`config.mk`:
```
export PLATFORM = sky130hd
export DESIGN_NAME = fetch_ctrl
export DESIGN_NICKNAME = d
export VERILOG_FILES = /design/src/rtl/fetch_pkg.sv /design/src/rtl/hazard_detect.sv /design/src/rtl/fetch_ctrl.sv
export SDC_FILE = /design/constraint.sdc
export NUM_CORES = 1
export LEC_CHECK = 0
export ABC_AREA = 1
export CAP_MARGIN = 20
export CORE_AREA = 2 2 99 101
export DETAILED_ROUTE_END_ITERATION = 8
export DIE_AREA = 0 0 101 103
export DONT_BUFFER_PORTS = 1
export GPL_TIMING_DRIVEN = 0
export SYNTH_ARGS = -nofsm -noshare
export SYNTH_HDL_FRONTEND = slang
export SYNTH_SLANG_ARGS = --single-unit
export TNS_END_PERCENT = 30
```
`constraint.sdc`:
```
create_clock -name clk -period 4.2 [get_ports clk]
set_input_delay 0.63 -clock clk [delete_from_list [all_inputs] [get_ports clk]]
set_output_delay 0.63 -clock clk [all_outputs]
set_load 0.01 [all_outputs]
```
`src/rtl/fetch_pkg.sv`:
```
// fetch_pkg: shared constants, FSM states and redirect-source encoding for the fetch front end.
package fetch_pkg;
  localparam logic [31:0] RESET_PC_DEF = 32'h8000_0000;
  localparam logic [31:0] IRQ_VEC_DEF  = 32'h8000_0004;
  localparam logic [31:0] EXC_VEC_DEF  = 32'h8000_0008;
  localparam logic [31:0] NOP          = 32'h0000_0000;
  typedef enum logic {FETCH, WAIT} state_e;
  // Encoded in ascending priority; SRC_SEQ means no redirect.
  typedef enum logic [2:0] {SRC_SEQ, SRC_BR, SRC_JUMP, SRC_JR, SRC_IRQ, SRC_EXC} src_e;
  function automatic logic is_trap(input src_e s);
    return s == SRC_EXC || s == SRC_IRQ;
  endfunction
endpackage

```
`src/rtl/hazard_detect.sv`:
```
// hazard_detect: combinational load-use comparator between the load in EX and the sources in ID.
module hazard_detect (
  input  logic       i_mem_read,
  input  logic [4:0] i_ex_rt,
  input  logic [4:0] i_id_rs,
  input  logic [4:0] i_id_rt,
  output logic       o_hazard
);
  assign o_hazard = i_mem_read && |i_ex_rt && (i_ex_rt == i_id_rs || i_ex_rt == i_id_rt);
endmodule

```
`src/rtl/fetch_ctrl.sv`:
```
// fetch_ctrl: MIPS IF stage - PC register, imem requests, stall/redirect/vectoring into IF/ID.
// DELAY_SLOT_EN: branches/jumps keep the fetched delay-slot instruction; traps still squash.
module fetch_ctrl
  import fetch_pkg::*;
#(
  parameter logic [31:0] RESET_PC = RESET_PC_DEF,
  parameter logic [31:0] IRQ_VEC  = IRQ_VEC_DEF,
  parameter logic [31:0] EXC_VEC  = EXC_VEC_DEF
) (
  input  logic        clk,
  input  logic        reset,
  output logic        imem_req,
  output logic [31:0] imem_addr,
  input  logic        imem_ready,
  input  logic [31:0] imem_rdata,
  output logic [31:0] pc_plus4,
  output logic [31:0] instr,
  output logic        if_id_write,
  output logic        if_flush,
  input  logic        id_ex_mem_read,
  input  logic [4:0]  id_ex_rt,
  input  logic [4:0]  if_id_rs,
  input  logic [4:0]  if_id_rt,
  input  logic        br_taken,
  input  logic [31:0] br_target,
  input  logic        jump,
  input  logic [31:0] jump_target,
  input  logic        jr,
  input  logic [31:0] jr_target,
  input  logic        irq,
  input  logic        exc,
  output logic        stall_out
);
  state_e      r_state, w_state_nxt;
  src_e        w_src;
  logic [31:0] r_pc, w_pc_nxt, w_target, w_pc4;
  logic        r_active, w_hz, w_stall, w_done, w_redir, w_squash;

  hazard_detect u_hazard (
    .i_mem_read(id_ex_mem_read),
    .i_ex_rt   (id_ex_rt),
    .i_id_rs   (if_id_rs),
    .i_id_rt   (if_id_rt),
    .o_hazard  (w_hz)
  );

  // r_active delays the first request to the first clock after reset release.
  always_ff @(posedge clk or negedge reset)
    if (!reset) begin
      r_state  <= FETCH;
      r_pc     <= RESET_PC;
      r_active <= 1'b0;
    end else begin
      r_state  <= w_state_nxt;
      r_pc     <= w_pc_nxt;
      r_active <= 1'b1;
    end

  always_comb begin
    w_pc4    = r_pc + 32'd4;
    w_stall  = r_active && w_hz && !exc;
    w_done   = r_active && imem_ready && !w_stall;
    w_src    = exc ? SRC_EXC : (irq && w_done) ? SRC_IRQ : jr ? SRC_JR :
               jump ? SRC_JUMP : br_taken ? SRC_BR : SRC_SEQ;
    w_redir  = r_active && !w_stall && w_src != SRC_SEQ;
    w_target = w_src == SRC_EXC ? EXC_VEC : w_src == SRC_IRQ ? IRQ_VEC :
               w_src == SRC_JR ? jr_target : w_src == SRC_JUMP ? jump_target : br_target;
`ifdef DELAY_SLOT_EN
    w_squash = is_trap(w_src);
`else
    w_squash = w_redir;
`endif
    w_pc_nxt    = w_redir ? {w_target[31:2], 2'b00} : w_done ? w_pc4 : r_pc;
    w_state_nxt = (imem_ready || w_redir || (r_state == FETCH && !r_active)) ? FETCH : WAIT;
    imem_req    = r_active;
    imem_addr   = r_pc;
    stall_out   = w_stall;
    if_id_write = r_active && !w_stall;
    if_flush    = w_done && !w_squash;
    instr       = w_done ? imem_rdata : NOP;
    pc_plus4    = w_done ? w_pc4 : 32'h0;
  end
endmodule

```
==> flow_summary.ini, run 1 <==
[clocking]
htreeDepth = 2
numClockSinks = 31
clkSlewWorstSetupHoldPaths_ns = 0.07
cts.root.buffer_cell = clkbuf_8
postCtsSetupRepairBufs = 0
cts_buffer_depth = 2
cts_made_buffers = 5
cts_tree = built
cts.repair.resized = 0
cts_hold_buf = 0
insertion_delay_ns = 0.29

[logic_synthesis]
synth_compound_area_share_pct = 4.175
yosys_most_used_dff = dfrtp_1
yosys.area.top_type = nand2_1
synth_top_area_share_pct = 25.89
ys_warn_count = 0
synthSimpleGateAreaFrac_pct = 53.51
synth-xor-area-share_pct = 4.141
synthMuxAreaShare_pct = 0
synth_seq_area_share_pct = 21.61
synth.avg_cell_area_um2 = 5.592
synth-seq-cells = 31
synthesis.area_mm2 = 0.003596
synth_top_family_by_area = simple AND/OR/NAND/NOR gates
yosys-top-cells-area = nand2_1, dfrtp_1, inv_1
async_reset_ff_share_pct = 100.0
ys_types = 34
synth_edf_count = 0
postSynthCellCount = 643
synth_fa_ha_area_share_pct = 0.3479

[placed_design]
place_congestion = 0.8563
dpl_worst_slack_ns = 1.556
postPlaceCellArea_mm2 = 0.003750
dp_hpwl_um = 10790
portBuffers = 0

[layout]
finalNetCount = 806
layout_common_cells = nand2_1, inv_1, nor2_1
multi_input_area_mm2 = 0.002255
final_cell_area_mm2 = 0.003850
layout-drive-gt1-share_pct = 9.327
fillers = 1108
area_growth_pct = 7.063
final_common_cell = nand2_1
seqCellArea_um2 = 777.0
antenna_cells = 0
finish.utilization_pct = 40.70

[drt]
drc = 0
wl_per_cell_um = 16.54
first_pass_iters = 5
vias = 4010
wl_um = 12700
ant_nets = 0
vias_per_cell = 5.221
drt_iter0_drc = 134

[global_route]
grt_pass1_wl_um = 19310
met2_usage_pct = 42.77
grt_pass1_vias = 3705
grt_use_total_pct = 23.76
use_met1_pct = 29.27
grt_max_degree = 32
antenna_found_initial = 0
grt_overflow_total = 0
top_usage_layer = met2
grt_util_met3_pct = 4.610

[worst_setup_path]
r2r-end = imem_addr[20]$_DFFE_PN0P_
critPathRequiredTime_ns = 3.57
rrSetupSlack_ns = 1.92
crit_path_start_kind = flop
worstReg2RegStart = imem_addr[3]$_DFFE_PN0P_
reg2regPathDepth = 11
crit_start = imem_addr[13]$_DFFE_PN0P_
cp-end-kind = primary output
cp_max_fo = 5
arrival_ns = 2.36
endpoint = pc_plus4[31]
critPathKind = reg2out

[timing]
grt_setup_unrepaired = no
max-slew-margin-rel_pct = 62.89
timing.final.crit_share_pct = 71.18
finalSetupViolCount = 0
tightestPinTransition_ns = 0.5515
skew_ns = 0.007079
finalMaxSlewViolations = 0
fmax_ghz = 0.3345
fin_crit_ns = 2.989
setup_ws_ns = 1.211
hold_viol = 0
tns_ns = 0

[floorplanning]
die_h_um = 103
dieArea_mm2 = 0.01040
row_count = 36
initial_core_util_pct = 38.02
pin_count = 252
core-area_mm2 = 0.009459
die_w_um = 101

[power_and_ir_drop]
vdd.ir_drop.worst_mv = 0.1310
power.density_mw_per_mm2 = 249.7
leakage_nw = 1.966

[job]
cap_violations = 0

[worst_hold_path]
hold_path.class = in2async

[run_status]
status = completed
flip-flops by register name (all words and copies together) (netlist names):
register   flops
imem_addr     30
imem_req       1
kinds of logic after synthesis:
family | count (synthesis)
xor+xnor | 17
fa+ha+maj | 1
simple gates | 442
flops | 31
compound gates | 25
buf+inv | 125
other cells | 2
where the power goes:
group / internal (mW) / switching (mW)
clock: 0.150 / 0.121
sequential: 0.333 / 0.0785
combinational: 0.0956 / 0.184
total: 0.578 / 0.383
area by class of cell:
cell class	instances	area share [%]
multi-input combinational	490	58.56
sequential	31	20.18
inverter	101	9.977
buffer	24	4.972
tap	114	3.705
clock buffer	8	2.600
layer usage:
metal	wire [um]	share of wire, %
met1	5405	43
met2	6118	48
met3	952	7.5
met4	222	1.7
met5	0	0
stage by stage:
| stage | total power, mW | instances | hold WS [ns] |
|---|---|---|---|
| floorplan | 0.6182 | 646 | 0.3344 |
| detailed placement | 0.6997 | 760 | 0.3350 |
| global route | 1.027 | 768 | 0.01769 |
| global placement | 0.6929 | 760 | 0.3350 |
| CTS | 0.9728 | 768 | 0.02362 |
| finish | 0.9611 | 768 | 0.03038 |
worst min path at each step:
stage          startpoint                   endpoint  slack, ns  cells past startpoint
2_1_floorplan       reset  imem_addr[10]$_DFFE_PN0P_       0.33                      0
3_3_place_gp        reset  imem_addr[14]$_DFFE_PN0P_       0.34                      0
3_5_place_dp        reset  imem_addr[15]$_DFFE_PN0P_       0.33                      0
4_1_cts             reset  imem_addr[18]$_DFFE_PN0P_       0.02                      0
5_1_grt             reset  imem_addr[18]$_DFFE_PN0P_       0.02                      0
6_report            reset  imem_addr[25]$_DFFE_PN0P_       0.03                      0
synthesized netlist by cell type, types with 6 or more instances:
master,count
nor3_1,14
xor2_1,15
buf_2,9
buf_6,9
inv_1,88
a21oi_1,8
nand4_1,10
nand3_1,64
nor2_1,82
o21ai_0,8
dfrtp_1,30
nand2_1,248
buf_4,6
nor4_1,7
inv_2,11
critical path, cell delays in order (launching register included):
cell	delay [ns]
dfrtp_1	0.46
nand2_1	0.19
nor2_1	0.20
nand4_1	0.16
nor3_1	0.43
nand2_1	0.18
xor2_1	0.19
nor2_1	0.27
No activity file was read; power rests on OpenSTA's default activity.
==> run 2, diff against run 1 <==
Clock period 4.2 ns to 3 ns, I/O delays scaled along.
==> run 2 against run 1 <==
First-iteration DRC count shrank 8.2%. Setup slack lost 1.0 ns. Largest cell class unchanged. Critical path type unchanged. Largest power group unchanged. Clock skew is essentially flat.
==> flow_summary.ini, run 2 (synthesis gave the netlist of run 1 again) <==
[run_status]
status = completed

[worst_setup_path]
r2r-end = imem_addr[20]$_DFFE_PN0P_
arrival_ns = 2.36
cp_max_fo = 5
reg2regPathDepth = 11
critPathBufInv = 0
rrSetupSlack_ns = 0.72
cpPeakStageDelay_ns = 0.45
critPathKind = reg2out
cp_top_family = simple AND/OR/NAND/NOR gates
cp-end-kind = primary output
crit_slowest_cell = dfrtp_1
worstReg2RegStart = imem_addr[3]$_DFFE_PN0P_
crit_path_start_kind = flop
critPathRequiredTime_ns = 2.55
path_cells = nand2_1 > nor2_1 > nand4_1 > nor3_1 > nand2_1 > xor2_1 > nor2_1

[timing]
finalSetupViolCount = 0
skew_ns = 0.007343
tns_ns = 0
hold_viol = 0
timing.final.crit_share_pct = 93.52
grt_setup_unrepaired = no
finalMaxSlewViolations = 0
max-slew-margin-rel_pct = 62.77
fin_crit_ns = 2.805
hold_ws_ns = 0.3304
tightestPinTransition_ns = 0.5541
fmax_ghz = 0.3564

[worst_hold_path]
hold_path_depth = 3
hold_start = exc
hold_path_end = imem_addr[2]$_DFFE_PN0P_
hold_path.class = in2reg

[global_route]
grt_max_degree = 32
grt_use_total_pct = 23.84
grt_pass1_vias = 3724
grt_pass1_wl_um = 19370
antenna_found_initial = 0
grt_overflow_total = 0

[clocking]
cts_tree = built
insertion_delay_ns = 0.29
cts_buffer_depth = 2
clkSlewWorstSetupHoldPaths_ns = 0.07
cts_made_buffers = 5
cts.root.buffer_cell = clkbuf_8
htreeDepth = 2
numClockSinks = 31
postCtsSetupRepairBufs = 0

[drt]
wl_per_cell_um = 16.55
drc = 0
vias_per_cell = 5.208
first_pass_iters = 4
vias = 4010
drt_iter0_drc = 123
ant_nets = 0
wl_um = 12750

[layout]
area_growth_pct = 7.898
seqCellArea_um2 = 777.0
final_common_cell = nand2_1
layout_common_cells = nand2_1, inv_1, nor2_1
antenna_cells = 0
largest_reg_flops = 30
multi_input_area_mm2 = 0.002255
finalNetCount = 808
layout-drive-gt1-share_pct = 9.451
fillers = 1106

[placed_design]
portBuffers = 0
dp_hpwl_um = 10790
place_congestion = 0.8563

[power_and_ir_drop]
leakage_nw = 1.980
power.density_mw_per_mm2 = 349.7
vdd.ir_drop.worst_mv = 0.1828

[floorplanning]
die_h_um = 103
die_w_um = 101
row_count = 36
initial_core_util_pct = 38.02
pin_count = 252
dieArea_mm2 = 0.01040
core-area_mm2 = 0.009459

[job]
cap_violations = 0
[run 2: per-stage QoR]
stage | utilization (%) | instance area [um2] | cells | power, mW | worst slack, ns
5_1_grt | 41.02 | 3880 | 770 | 1.451 | 0.01832
2_1_floorplan | - | 3607 | 646 | 0.8654 | 0.9451
6_report | 41.02 | 3880 | 770 | 1.357 | 0.1945
3_3_place_gp | 39.64 | 3750 | 760 | 0.9700 | 0.4892
4_1_cts | 41.02 | 3880 | 770 | 1.375 | 0.2133
3_5_place_dp | 39.64 | 3750 | 760 | 0.9796 | 0.5364
[run 2: what timing repair did]
action                                 4_1_cts  5_1_grt
gates resized for setup                      0        0
hold buffers                                 2        0
endpoints found under the hold margin       31        0
[run 2: area by class of cell]
type / instances / area share, %
multi-input cells: 490 / 58.11
clock buffers: 8 / 2.580
plain buffers: 24 / 4.934
inverters: 101 / 9.900
flip-flops and latches: 31 / 20.03
well taps: 114 / 3.676
repair buffers: 2 / 0.7739
[run 2: worst max path at each step]
| stage | from | cells after the start | endpoint |
|---|---|---|---|
| floorplan | imem_addr[3]$_DFFE_PN0P_ | 9 | pc_plus4[20] |
| global placement | imem_addr[13]$_DFFE_PN0P_ | 7 | pc_plus4[31] |
| detailed placement | imem_addr[13]$_DFFE_PN0P_ | 7 | pc_plus4[31] |
| CTS | imem_addr[13]$_DFFE_PN0P_ | 7 | pc_plus4[31] |
| global route | imem_addr[3]$_DFFE_PN0P_ | 9 | pc_plus4[20] |
| finish | imem_addr[13]$_DFFE_PN0P_ | 7 | pc_plus4[31] |
[run 2: per-layer routing]
metal	GRT usage, %	up-vias	wire [um]
li1	-	2006	-
met1	29.45	1795	5396
met2	42.72	188	6100
met3	4.678	21	998
met4	6.029	0	251
met5	0	-	0
[run 2: worst min-delay path, stage by stage]
cell	delay, ns
nor2_1	0.03
nand2_1	0.06
nand2_1	0.04
[run 2: power breakdown]
| part | leakage [nW] | internal, mW | switching [mW] | total (mW) |
|---|---|---|---|---|
| Combinational | 1.52 | 0.137 | 0.266 | 0.404 |
| Sequential | 0.404 | 0.466 | 0.110 | 0.576 |
| Clock | 0.0515 | 0.210 | 0.168 | 0.377 |
==> run 3, diff against run 2 <==
Settings changed: SYNTH_HIERARCHICAL set to 1.
==> run 3 against run 2 <==
Synthesized cell count grew 10%. Sequential power grew 2%. Sequential cell count did not move. Total power grew 4.0%. Non-clock buffer count grew 3. Critical path depth unchanged. Cell count up 8.7%. Setup slack better by 0.066 ns. Utilization up 2.2 points. Synthesized area rose by 5.8%. Critical endpoint is now pc_plus4[30]. Largest cell class unchanged. Largest power group unchanged.
==> flow_summary.ini, run 3 <==
[run_status]
status = completed

[drt]
vias_per_cell = 5.216
wl_um = 14100
ant_nets = 0
first_pass_iters = 5
vias = 4366
wl_per_cell_um = 16.85
drc = 0
drt_iter0_drc = 191

[layout]
largest_reg_flops = 30
area_growth_pct = 7.462
seqCellArea_um2 = 777.0
finalNetCount = 875
finish.utilization_pct = 43.24
final_cell_area_mm2 = 0.004090
layout_common_cells = nand2_1, nor2_1, inv_1
layout-drive-gt1-share_pct = 8.714
antenna_cells = 0
fillers = 1113
final_common_cell = nand2_1
multi_input_area_mm2 = 0.002447

[timing]
setup_ws_ns = 0.2609
skew_ns = 0.009249
finalSetupViolCount = 0
tns_ns = 0
tightestPinTransition_ns = 0.5970
timing.final.crit_share_pct = 91.30
finalMaxSlewViolations = 0
fin_crit_ns = 2.739
grt_setup_unrepaired = no
fmax_ghz = 0.3651
hold_viol = 0
max-slew-margin-rel_pct = 59.89

[clocking]
cts_made_buffers = 5
cts_tree = built
cts.root.buffer_cell = clkbuf_8
numClockSinks = 31
clkSlewWorstSetupHoldPaths_ns = 0.07
postCtsSetupRepairBufs = 0
insertion_delay_ns = 0.29
htreeDepth = 2
cts_buffer_depth = 2

[floorplanning]
initial_core_util_pct = 40.24
pin_count = 252
dieArea_mm2 = 0.01040
row_count = 36
die_w_um = 101
die_h_um = 103
core-area_mm2 = 0.009459

[logic_synthesis]
ys_top_cells_by_count = nand2_1, nor2_1, inv_1
ys_types = 41
synthMuxAreaShare_pct = 0
yosys_most_used_dff = dfrtp_1
synth.avg_cell_area_um2 = 5.361
postSynthCellCount = 710
synth_top_family_by_area = simple AND/OR/NAND/NOR gates
yosys.area.top_type = nand2_1
synth_seq_area_share_pct = 20.41
synth_top_area_share_pct = 22.19
synth_edf_count = 0
synth_compound_area_share_pct = 8.481
yosys-top-cells-area = nand2_1, dfrtp_1, nor2_1
synthSimpleGateAreaFrac_pct = 54.08
synthesis.area_mm2 = 0.003806
ys_warn_count = 6
synth.most_common_cell = nand2_1
synth-seq-cells = 31
synth_fa_ha_area_share_pct = 0.3287
synth-xor-area-share_pct = 0.9204
async_reset_ff_share_pct = 100.0

[worst_setup_path]
critPathRequiredTime_ns = 2.55
crit_path_start_kind = flop
critPathKind = reg2out
cp_max_fo = 5
arrival_ns = 2.29
cp-end-kind = primary output

[power_and_ir_drop]
power.share.clock_pct = 27.7
vdd.ir_drop.worst_mv = 0.1608
power.density_mw_per_mm2 = 345.2
power.total_mw = 1.412
p_switching_mw = 0.5907
p_comb_share_pct = 30.8
seqPwrFrac_pct = 41.5
internal_power_mw = 0.8212
netSwitchingFraction_pct = 41.84
leakage_nw = 2.194

[global_route]
grt_pass1_vias = 4186
grt_pass1_wl_um = 21510
grt_use_total_pct = 26.88
grt_overflow_total = 0
antenna_found_initial = 0
grt_max_degree = 32

[placed_design]
place_congestion = 0.8974
dp_hpwl_um = 11540
postPlaceCellArea_mm2 = 0.003960
dpl_worst_slack_ns = 0.3637
portBuffers = 0

[worst_hold_path]
hold_path.class = in2reg

[job]
cap_violations = 0
-- run 3: cell count changes in the layout (fill, tap and decap cells not counted), sizes merged, moves of 4 or more --
cell | previous run | this run
nor3 | 16 | 11
clkbuf | 8 | 12
nand2 | 252 | 232
o21ai | 9 | 37
nor4 | 7 | 0
o21a | 0 | 4
o2111ai | 4 | 0
inv | 101 | 110
nor2 | 87 | 148
xor2 | 15 | 2
-- run 3: worst max-delay path, stage by stage, from the launching register on --
cell,delay [ns]
dfrtp_1,0.48
ha_1,0.25
nand2_1,0.09
nor2_1,0.37
nand3_1,0.22
inv_1,0.13
nand3b_1,0.10
a21oi_1,0.36
-- run 3: power groups by stage --
stage               Clock, mW  Combinational (mW)  Sequential [mW]
detailed placement          0               0.421            0.596
global route            0.418               0.500            0.598
CTS                     0.398               0.437            0.587
finish                  0.391               0.435            0.586
global placement            0               0.413            0.595
floorplan                   0               0.331            0.559
-- run 3: per-layer routing --
layer,global-route usage [%],wire [um],share of wire [%]
met4,5.094,136,0.96
met2,49.38,7026,50
met1,33.25,6115,43
met3,4.678,825,5.8
met5,0,0,0
-- run 3: layout make-up --
class	count	area share, %
buffer	27	4.191
clock buffer	8	2.447
inverter	111	10.31
multi-input combinational	544	59.83
sequential	31	19.00
tap	114	3.487
timing repair buffer	2	0.7342
-- run 3: cell families after synthesis --
family	after synthesis
AND/OR/NAND/NOR	476
buffers and inverters	138
AO/OA/AOI/OAI	58
flip-flops	31
XOR/XNOR	4
other	2
adder cells (fa/ha/maj)	1
-- run 3: per-stage QoR --
| step | instances | hold WS [ns] |
|---|---|---|
| 6_report | 837 | 0.3442 |
| 5_1_grt | 837 | 0.3543 |
| 4_1_cts | 837 | 0.3328 |
| 3_5_place_dp | 827 | 0.1551 |
| 3_3_place_gp | 827 | 0.1551 |
| 2_1_floorplan | 713 | 0.1544 |
-- run 3: path summary, 6_finish.rpt --
kind / from / endpoint / slack, ns / cells past startpoint
min in group asynchronous: reset / imem_addr[20]$_DFFE_PN0P_ / 0.59 / 2
max in group asynchronous: reset / imem_addr[31]$_DFFE_PN1P_ / 2.16 / 2
setup / recovery: imem_addr[2]$_DFFE_PN0P_ / pc_plus4[30] / 0.26 / 7
hold reg to reg: imem_addr[31]$_DFFE_PN1P_ / imem_addr[31]$_DFFE_PN1P_ / 0.54 / 2
hold / removal: exc / imem_addr[2]$_DFFE_PN0P_ / 0.34 / 3
setup reg to reg: imem_addr[2]$_DFFE_PN0P_ / imem_addr[18]$_DFFE_PN0P_ / 0.83 / 9
-- run 3: repair_timing --
item,4_1_cts,5_1_grt
hold buffers,2,0
endpoints found under the hold margin,31,0
gates resized for setup,0,0
